## config.mk

```make
export PLATFORM = sky130hd
export DESIGN_NAME = idma_txrx_tx_endpoint
export DESIGN_NICKNAME = d
export VERILOG_FILES = /design/src/rtl/idma_txrx_tx_endpoint_pkg.sv /design/src/rtl/idma_txrx_tx_endpoint_serializer.sv /design/src/rtl/idma_txrx_tx_endpoint.sv
export SDC_FILE = /design/constraint.sdc
export NUM_CORES = 1
export LEC_CHECK = 0
export CORE_AREA = 2 2 141 143
export DETAILED_ROUTE_END_ITERATION = 16
export DIE_AREA = 0 0 143 145
export PLACE_DENSITY = 0.84
export SYNTH_ARGS = -nofsm -noshare
export SYNTH_HDL_FRONTEND = slang
export SYNTH_SLANG_ARGS = --single-unit
```

## constraint.sdc

```tcl
create_clock -name clk_i -period 8.65 [get_ports clk_i]
set_input_delay 1.73 -clock clk_i [delete_from_list [all_inputs] [get_ports clk_i]]
set_output_delay 1.73 -clock clk_i [all_outputs]
set_load 0.1 [all_outputs]
```

## src/rtl/idma_txrx_tx_endpoint_pkg.sv

```systemverilog
// Shared types for the iDMA TXRX write-port endpoint: TXRX channel structs,
// FSM state encoding and the word FIFO entry format.
package idma_txrx_tx_endpoint_pkg;

    localparam int unsigned DATA_WIDTH     = 32;
    localparam int unsigned TF_LEN_WIDTH   = 32;
    localparam int unsigned BYTES_PER_WORD = DATA_WIDTH / 8;
    localparam int unsigned BYTE_CNT_WIDTH = $clog2(BYTES_PER_WORD + 1);

    typedef logic [TF_LEN_WIDTH-1:0]   tf_len_t;
    typedef logic [BYTE_CNT_WIDTH-1:0] byte_cnt_t;

    typedef enum logic [1:0] {
        IDLE,
        ACTIVE,
        DRAIN
    } endpoint_state_e;

    typedef struct packed {
        logic [DATA_WIDTH-1:0] data;
    } txrx_a_chan_t;

    typedef struct packed {
        txrx_a_chan_t a;
        logic         valid;
    } txrx_req_t;

    typedef struct packed {
        tf_len_t datasize;
        tf_len_t bytes_left;
    } txrx_r_chan_t;

    typedef struct packed {
        txrx_r_chan_t r;
        logic         req;
        logic         ready;
    } txrx_rsp_t;

    // last marks the final word of a transfer; cnt is its number of valid bytes
    typedef struct packed {
        logic                  last;
        byte_cnt_t             cnt;
        logic [DATA_WIDTH-1:0] data;
    } word_entry_t;

    function automatic byte_cnt_t push_bytes(input tf_len_t bytes_left);
        if (bytes_left >= tf_len_t'(BYTES_PER_WORD)) begin
            return byte_cnt_t'(BYTES_PER_WORD);
        end
        return byte_cnt_t'(bytes_left);
    endfunction

endpackage

```

## src/rtl/idma_txrx_tx_endpoint_serializer.sv

```systemverilog
// Word-to-byte shift register: emits the low byte first and reloads from the
// FIFO in the same cycle its last valid byte is taken, so words flow without bubbles.
module idma_txrx_tx_endpoint_serializer
    import idma_txrx_tx_endpoint_pkg::*;
(
    input  logic        clk_i,
    input  logic        rst_ni,
    input  logic        word_valid_i,
    input  word_entry_t word_i,
    output logic        word_pop_o,
    output logic [7:0]  tx_byte_o,
    output logic        tx_valid_o,
    input  logic        tx_ready_i,
    output logic        tx_last_o
);

    logic [DATA_WIDTH-1:0] r_shift;
    byte_cnt_t             r_cnt;
    logic                  r_last;

    logic w_hs;
    logic w_load;

    assign w_hs   = (r_cnt != '0) && tx_ready_i;
    assign w_load = word_valid_i && ((r_cnt == '0) || (w_hs && (r_cnt == byte_cnt_t'(1))));

    always_ff @(posedge clk_i or negedge rst_ni) begin
        if (!rst_ni) begin
            r_shift <= '0;
            r_cnt   <= '0;
            r_last  <= 1'b0;
        end else if (w_load) begin
            r_shift <= word_i.data;
            r_cnt   <= word_i.cnt;
            r_last  <= word_i.last;
        end else if (w_hs) begin
            r_shift <= r_shift >> 8;
            r_cnt   <= r_cnt - byte_cnt_t'(1);
        end
    end

    assign word_pop_o = w_load;
    assign tx_valid_o = (r_cnt != '0);
    assign tx_byte_o  = r_shift[7:0];
    assign tx_last_o  = r_last && (r_cnt == byte_cnt_t'(1));

endmodule

```

## src/rtl/idma_txrx_tx_endpoint.sv

```systemverilog
// Peripheral-side TXRX write-port responder: accepts iDMA data words into a
// small FIFO and hands them to a byte serializer feeding a byte-wide link.
//
// state  | meaning
// IDLE   | waiting for a descriptor; cfg_ready_o high
// ACTIVE | requesting words until bytes_left reaches zero
// DRAIN  | all words accepted; waiting for the final byte to leave
module idma_txrx_tx_endpoint
    import idma_txrx_tx_endpoint_pkg::*;
#(
    parameter int unsigned FifoDepth = 4
) (
    input  logic                    clk_i,
    input  logic                    rst_ni,
    input  logic                    cfg_valid_i,
    output logic                    cfg_ready_o,
    input  logic [TF_LEN_WIDTH-1:0] cfg_len_i,
    input  txrx_req_t               txrx_req_i,
    output txrx_rsp_t               txrx_rsp_o,
    output logic [7:0]              tx_byte_o,
    output logic                    tx_valid_o,
    input  logic                    tx_ready_i,
    output logic                    tx_last_o,
    output logic                    busy_o,
    output logic                    done_o
);

    localparam int unsigned PtrWidth  = $clog2(FifoDepth);
    localparam int unsigned FillWidth = PtrWidth + 1;

    endpoint_state_e r_state;
    tf_len_t         r_datasize;
    tf_len_t         r_bytes_left;
    logic            r_done;

    word_entry_t           r_fifo [FifoDepth];
    logic [PtrWidth-1:0]   r_wptr;
    logic [PtrWidth-1:0]   r_rptr;
    logic [FillWidth-1:0]  r_fill;

    logic        w_fifo_full;
    logic        w_fifo_empty;
    logic        w_req;
    logic        w_ready;
    logic        w_push;
    logic        w_pop;
    byte_cnt_t   w_push_cnt;
    tf_len_t     w_left_next;
    word_entry_t w_entry;
    logic        w_final_hs;

    assign w_fifo_full  = (r_fill == FillWidth'(FifoDepth));
    assign w_fifo_empty = (r_fill == '0);
    assign w_req        = (r_state == ACTIVE) && (r_bytes_left != '0);
    // ready looks only at full, so a push is refused even when a pop frees a slot this cycle
    assign w_ready      = w_req && !w_fifo_full;
    assign w_push       = txrx_req_i.valid && w_ready;
    assign w_push_cnt   = push_bytes(r_bytes_left);
    assign w_left_next  = r_bytes_left - tf_len_t'(w_push_cnt);
    assign w_final_hs   = tx_valid_o && tx_ready_i && tx_last_o;

    assign w_entry.last = (w_left_next == '0);
    assign w_entry.cnt  = w_push_cnt;
    assign w_entry.data = txrx_req_i.a.data;

    always_ff @(posedge clk_i or negedge rst_ni) begin
        if (!rst_ni) begin
            r_state      <= IDLE;
            r_datasize   <= '0;
            r_bytes_left <= '0;
            r_done       <= 1'b0;
        end else begin
            r_done <= 1'b0;
            case (r_state)
                IDLE: begin
                    if (cfg_valid_i) begin
                        r_datasize <= cfg_len_i;
                        if (cfg_len_i == '0) begin
                            r_done <= 1'b1;
                        end else begin
                            r_bytes_left <= cfg_len_i;
                            r_state      <= ACTIVE;
                        end
                    end
                end
                ACTIVE: begin
                    if (w_push) begin
                        r_bytes_left <= w_left_next;
                        if (w_left_next == '0) begin
                            r_state <= DRAIN;
                        end
                    end
                end
                DRAIN: begin
                    if (w_final_hs) begin
                        r_done  <= 1'b1;
                        r_state <= IDLE;
                    end
                end
                default: r_state <= IDLE;
            endcase
        end
    end

    always_ff @(posedge clk_i or negedge rst_ni) begin
        if (!rst_ni) begin
            r_wptr <= '0;
            r_rptr <= '0;
            r_fill <= '0;
        end else begin
            if (w_push) begin
                r_wptr <= r_wptr + PtrWidth'(1);
            end
            if (w_pop) begin
                r_rptr <= r_rptr + PtrWidth'(1);
            end
            case ({w_push, w_pop})
                2'b10:   r_fill <= r_fill + FillWidth'(1);
                2'b01:   r_fill <= r_fill - FillWidth'(1);
                default: r_fill <= r_fill;
            endcase
        end
    end

    // storage needs no reset: pointers and fill define what is valid
    always_ff @(posedge clk_i) begin
        if (w_push) begin
            r_fifo[r_wptr] <= w_entry;
        end
    end

    idma_txrx_tx_endpoint_serializer u_serializer (
        .clk_i        (clk_i),
        .rst_ni       (rst_ni),
        .word_valid_i (!w_fifo_empty),
        .word_i       (r_fifo[r_rptr]),
        .word_pop_o   (w_pop),
        .tx_byte_o    (tx_byte_o),
        .tx_valid_o   (tx_valid_o),
        .tx_ready_i   (tx_ready_i),
        .tx_last_o    (tx_last_o)
    );

    assign cfg_ready_o = (r_state == IDLE);
    assign busy_o      = (r_state != IDLE);
    assign done_o      = r_done;

    assign txrx_rsp_o.r.datasize   = r_datasize;
    assign txrx_rsp_o.r.bytes_left = r_bytes_left;
    assign txrx_rsp_o.req          = w_req;
    assign txrx_rsp_o.ready        = w_ready;

endmodule

```

==> results of run 1 <==
## per-layer routing
layer	vias up	GRT usage [%]
li1	3582	-
met3	82	4.620
met1	4020	39.43
met2	395	48.33
met4	0	9.010
met5	-	0
## where the power goes
group | switching, W | internal (W)
Combinational | 0.00183 | 0.000719
Clock | 0.000475 | 0.000620
Sequential | 0.000310 | 0.00163
## worst max-delay path: cells and delay by family, from the launching register on
family,cells,cell delay [ns]
flops,1,0.44
compound gates,1,0.31
simple gates,3,1.29
buf+inv,1,0.96
## state kept, by name (all words and copies together), names as in the netlist
name / flops
r_state: 2
r_fill: 3
u_serializer.r_shift: 32
u_serializer.r_cnt: 3
done_o: 1
r_rptr: 2
r_wptr: 2
r_bytes_left: 32
r_datasize: 32
u_serializer.r_last: 1
r_fifo: 144
## layout by cell type (no fill, tap or decap), types with 18 or more instances in the layout
cell	instances
a21oi_1	31
clkbuf_16	26
clkdlybuf4s50_1	146
dfrtp_1	109
edfxtp_1	144
inv_1	18
mux2i_1	24
mux4_2	36
nand2_1	163
nor2_1	43
nor3_1	20
nor4_1	25
o21ai_0	73
## cell type report
cell class | instances | share of cell area, %
Clock buffer | 28 | 4.801
Clock inverter | 20 | 1.396
Sequential cell | 254 | 51.63
Inverter | 19 | 0.5202
Tap cell | 265 | 2.419
Multi-Input combinational cell | 568 | 28.03
Timing Repair Buffer | 156 | 11.21
## cells by family (layout without fill, tap and decap cells)
family / Yosys count / count (layout) / synth area share (%)
xor+xnor: 11 / 11 / 0.8551
buf+inv: 83 / 223 / 3.265
fa+ha+maj: 10 / 10 / 1.177
mux: 61 / 61 / 9.428
compound gates: 163 / 163 / 8.906
flops: 254 / 254 / 62.81
simple gates: 322 / 322 / 13.53
other cells: 1 / 1 / 0.03328
## metrics by stage
step | std cells | setup WS [ns] | hold WS (ns) | utilization [%] | power (W)
floorplan | 905 | 3.685 | 0.4643 | - | 0.003807
global placement | 1262 | 3.925 | 0.4583 | 66.95 | 0.004435
detailed placement | 1262 | 3.743 | 0.4615 | 66.95 | 0.004461
CTS | 1310 | 3.456 | 0.4775 | 71.38 | 0.005584
global route | 1310 | 3.344 | 0.5007 | 71.38 | 0.005810
finish | 1310 | 3.396 | 0.4720 | 71.38 | 0.005583
## worst min path at each step
stage	slack (ns)	depth (start not counted)	end	startpoint
6_report	0.47	2	r_datasize[1]	r_datasize[1]
5_1_grt	0.50	2	r_datasize[25]	r_datasize[25]
4_1_cts	0.48	2	r_datasize[25]	r_datasize[25]
3_5_place_dp	0.46	2	r_datasize[30]	r_datasize[30]
3_3_place_gp	0.46	2	r_datasize[23]	r_datasize[23]
2_1_floorplan	0.46	1	r_fill[2]	r_fill[2]
==> flow_metrics.tcl, run 1 <==
set metrics [dict create \
    top_layer_used "met4" \
    slowest_delay_ns 0.96 \
    die_height_um 145 \
    clk_latency_ns 0.53 \
    fin_crit_ns 5.254 \
    synth-edff-count 144 \
    postCtsSetupBuffers 0 \
    cp.arrival_ns 3.52 \
    fillers 1312 \
    numCtsBuffers 26 \
    setup_viol 0 \
    nNetsFinal 1104 \
    wl_met1_mm 12.00 \
    met2_length_mm 14.81 \
    wl_met3_mm 2.165 \
    gr-usage-all-layers_pct 29.01 \
    min_path_type "reg2reg" \
    critPathSlowestCell "clkdlybuf4s50_1" \
    grt_max_degree 74 \
    clock_skew_ns 0.01117 \
    die_area_um2 20740 \
    netlist.area_leader.share_pct 38.38 \
    synthCells 905 \
    critPathKind "reg2out" \
    clock_path_buffers 3 \
    finalCritPeriodShare_pct 60.74 \
    synth-seq-cells 254 \
    row_count 51 \
    finalMaxSlewViolations 0 \
    die_x_um 143 \
    reg2reg_depth 13 \
    port_buffers 147 \
    synth_fp_nets 984 \
    hold_viol_final 0 \
    rsz0062_at_grt "no" \
    cp-end-kind "output pin" \
    ios 148 \
    yosysSeqAreaShare_pct 62.81 \
    cp_cell_sequence "or4_4, nor4_1, a41oi_1, and2_1, clkdlybuf4s50_1" \
    postLayoutCellArea_um2 13710 \
    place.gp.congestion 0.9657 \
    synth_warnings 0 \
    clock.fmax_ghz 0.1903 \
    crit_path_start "r_bytes_left[27]" \
    grt_pass1_wl_mm 46.35 \
    required_ns 6.92 \
    wl_mm 29.91 \
    critPathMaxFanout 6 \
    grt_pass1_vias 8243 \
    cts_tree "done" \
    cts_resized 0 \
    dr.pass1.iters 5 \
    start_util_pct 58.66 \
    area_delta_synth_final_pct 21.68 \
    dpl_cell_area_um2 12860 \
    max_slew_margin_pct 18.06 \
    cts_hold_buffers 0 \
    cts_root_buffer "clkbuf_16" \
    multiInputGateArea_um2 3842 \
    cts_sinks 254 \
    power_density_nw_per_um2 407.3 \
    coreArea_um2 19210 \
    syn_avg_cell_area_um2 12.45 \
    layout-drive-gt1-share_pct 11.00 \
    antenna_left 0 \
    status "finished clean" \
    synthTopCellsByArea "edfxtp_1, dfrtp_1, mux4_2" \
    synthArstFlopShare_pct 43.31 \
    synthesis.area_um2 11270 \
    grt_overflow 0 \
    ir_drop_uv 326.6 \
    path_clk_slew_ns 0.06 \
    num_vias 8079 \
    rr_startpoint "r_bytes_left[27]" \
    crit_path_end "txrx_rsp_o[0]" \
    start_kind "flop" \
    synthDistinctLibCells 67 \
    wl_per_cell_um 22.83 \
    drc 0 \
    antenna_found_initial 0 \
    cap_violations 0 \
    hpwl_mm 19.39 \
    synth_ff_type "edfxtp_1" \
    yosysTopAreaCell "edfxtp_1" \
    htree_levels 1 \
    initialDrtViolationCount 671 \
    setup-tns-final_ns 0 \
    tightest_slew_ns 1.218 \
    seq_area_um2 7078 \
    synth_common_cells "nand2_1, edfxtp_1, dfrtp_1, o21ai_0, clkbuf_1" \
    synth.most_common_cell "nand2_1" \
    diodes 0 \
    r2r-end "r_fifo[2][35]" \
    power_leakage_nw 5.114 \
    rrSetupSlack_ns 3.59 \
    vias_per_cell 6.167 \
]
Power figures use the tool's default switching activity.
==> run 2: changes to the inputs <==
--- a/config.mk
+++ b/config.mk
@@ -5,10 +5,10 @@
 export SDC_FILE = /design/constraint.sdc
 export NUM_CORES = 1
 export LEC_CHECK = 0
-export CORE_AREA = 2 2 141 143
+export CORE_AREA = 2 2 154 156
 export DETAILED_ROUTE_END_ITERATION = 16
-export DIE_AREA = 0 0 143 145
-export PLACE_DENSITY = 0.84
+export DIE_AREA = 0 0 156 158
+export PLACE_DENSITY = 0.75
 export SYNTH_ARGS = -nofsm -noshare
 export SYNTH_HDL_FRONTEND = slang
 export SYNTH_SLANG_ARGS = --single-unit
==> constraint.sdc (replaced) <==
create_clock -name clk_i -period 4.7 [get_ports clk_i]
set_input_delay 0.94 -clock clk_i [delete_from_list [all_inputs] [get_ports clk_i]]
set_output_delay 0.94 -clock clk_i [all_outputs]
set_load 0.1 [all_outputs]
==> run 2 against run 1 <==
  * Critical path depth grew 8
  * Final area grew 0.80%
  * Utilization shrank 11 points
  * Die area grew 19%
  * Global-route usage shrank 5.5 points
  * Power grew 84%
  * Setup slack lost 3.2 ns
  * Register-to-register slack lost 3.4 ns
  * Hold slack lost 0.044 ns
==> flow_metrics.tcl, run 2 (same netlist as run 1, synthesis figures left out) <==
set metrics [dict create \
    status "finished clean" \
    setup-tns-final_ns 0 \
    grt_pass1_vias 8047 \
    clock_path_buffers 3 \
    pwr-share-comb_pct 45.1 \
    power_density_nw_per_um2 743.7 \
    rrSetupSlack_ns 0.23 \
    antenna_left 0 \
    diodes 0 \
    clock.fmax_ghz 0.2237 \
    power_leakage_nw 5.151 \
    port_buffers 147 \
    setup_viol 0 \
    grt_overflow 0 \
    pwr-share-clk_pct 20.1 \
    total_power_w 0.01028 \
    path_clk_slew_ns 0.06 \
    grt_max_degree 74 \
    min_path_type "in2async" \
    wl_mm 28.68 \
    numCtsBuffers 27 \
    required_ns 5.05 \
    top_register "r_fifo" \
    die_x_um 156 \
    wl_per_cell_um 21.36 \
    fin_crit_ns 4.470 \
    cp.arrival_ns 4.82 \
    finalCritPeriodShare_pct 95.11 \
    place.gp.congestion 1.003 \
    rsz0062_at_grt "no" \
    area_delta_synth_final_pct 22.65 \
    critPathMaxFanout 6 \
    clock_skew_ns 0.01257 \
    crit_path_end "r_fifo[2][35]" \
    cts_tree "done" \
    die_height_um 158 \
    ir_drop_uv 748.0 \
    gr-usage-all-layers_pct 23.54 \
    rr_startpoint "r_bytes_left[27]" \
    clk_latency_ns 0.54 \
    max_slew_margin_pct 26.35 \
    dr.pass1.iters 5 \
    htree_levels 1 \
    hpwl_mm 18.93 \
    nNetsFinal 1111 \
    largest_register_ffs 144 \
    vias_per_cell 5.901 \
    cp-end-kind "flop" \
    critPathKind "reg2reg" \
    layout-drive-gt1-share_pct 12.63 \
    start_kind "flop" \
    grt_pass1_wl_mm 45.08 \
    cap_violations 0 \
    seq_power_share_pct 34.8 \
    switching_share_pct 45.99 \
    die_area_um2 24650 \
    p_int_w 0.005551 \
    r2r-end "r_fifo[2][35]" \
    antenna_found_initial 0 \
    crit_path_start "r_bytes_left[27]" \
    start_util_pct 48.88 \
    postCtsSetupBuffers 0 \
    hold_viol_final 0 \
    cts_root_buffer "clkbuf_16" \
    cts_hold_buffers 0 \
    tightest_slew_ns 1.101 \
    layout_commonest_cell "nand2_1" \
    row_count 56 \
    num_vias 7925 \
    drc 0 \
    initialDrtViolationCount 568 \
    mostFrequentLayoutCells "nand2_1, clkdlybuf4s50_1, edfxtp_1" \
    ios 148 \
    finalMaxSlewViolations 0 \
    coreArea_um2 23050 \
    cts_sinks 254 \
    reg2reg_depth 13 \
    power_switching_w 0.004726 \
]
## run 2: final cells by class
type,count,area [µm²]
clock buffers,36,729.5
clock inverters,14,133.9
fillers,1786,9233
inverters,19,71.32
multi-input cells,568,3846
flip-flops and latches,254,7099
well taps,290,362.8
repair buffers,162,1577
## run 2: power groups by stage
| stage | clock, W | sequential [W] | combinational [W] |
|---|---|---|---|
| 6_report | 0.00206 | 0.00358 | 0.00464 |
| 5_1_grt | 0.00218 | 0.00366 | 0.00490 |
| 4_1_cts | 0.00210 | 0.00357 | 0.00465 |
| 3_5_place_dp | 0 | 0.00361 | 0.00463 |
| 3_3_place_gp | 0 | 0.00357 | 0.00461 |
| 2_1_floorplan | 0 | 0.00499 | 0.00203 |
## run 2: stage by stage
stage / util (%) / hold WS [ns] / cell area [µm²] / setup WS (ns) / std cells
floorplan: - / 0.4643 / 11290 / 0.005667 / 905
global placement: 56.20 / 0.4588 / 12950 / 0.3899 / 1293
detailed placement: 56.20 / 0.4619 / 12950 / 0.2998 / 1293
CTS: 59.94 / 0.4615 / 13820 / 0.2680 / 1343
global route: 59.95 / 0.4948 / 13820 / 0.01488 / 1343
finish: 59.95 / 0.4277 / 13820 / 0.2297 / 1343
## run 2: layer usage
metal	wire length, µm	global-route usage (%)	vias to the layer above
met3	2299	4.763	47
li1	-	-	3590
met2	13820	38.75	328
met5	0	0	-
met4	580	6.160	0
met1	11990	32.33	3960
## run 2: worst max-delay path, stage by stage, from the launching register on
cell and delay [ns]:
dfrtp_2 0.45, or4_4 0.56, or4_1 0.68, nor3_4 0.27, inv_2 0.05, nand2_1 0.06
ha_1 0.14, or4b_2 0.60, nor3_1 0.15, o221ai_1 0.16, a2111oi_1 0.39, o2111a_1 0.26
nand4_1 0.21, nor3_2 0.29
## run 2: worst min-delay path by stage
stage | end | cells past startpoint | slack [ns]
2_1_floorplan | r_fill[2] | 1 | 0.46
3_5_place_dp | r_datasize[10] | 2 | 0.46
6_report | r_datasize[25] | 1 | 0.43
4_1_cts | r_datasize[25] | 1 | 0.46
3_3_place_gp | r_datasize[5] | 2 | 0.46
5_1_grt | r_datasize[29] | 1 | 0.49
## run 2: repair_timing
item / 4_1_cts / 5_1_grt
resized for setup: 0 / 1
endpoints found under the setup margin: 0 / 4
hold endpoints to repair: 0 / 0
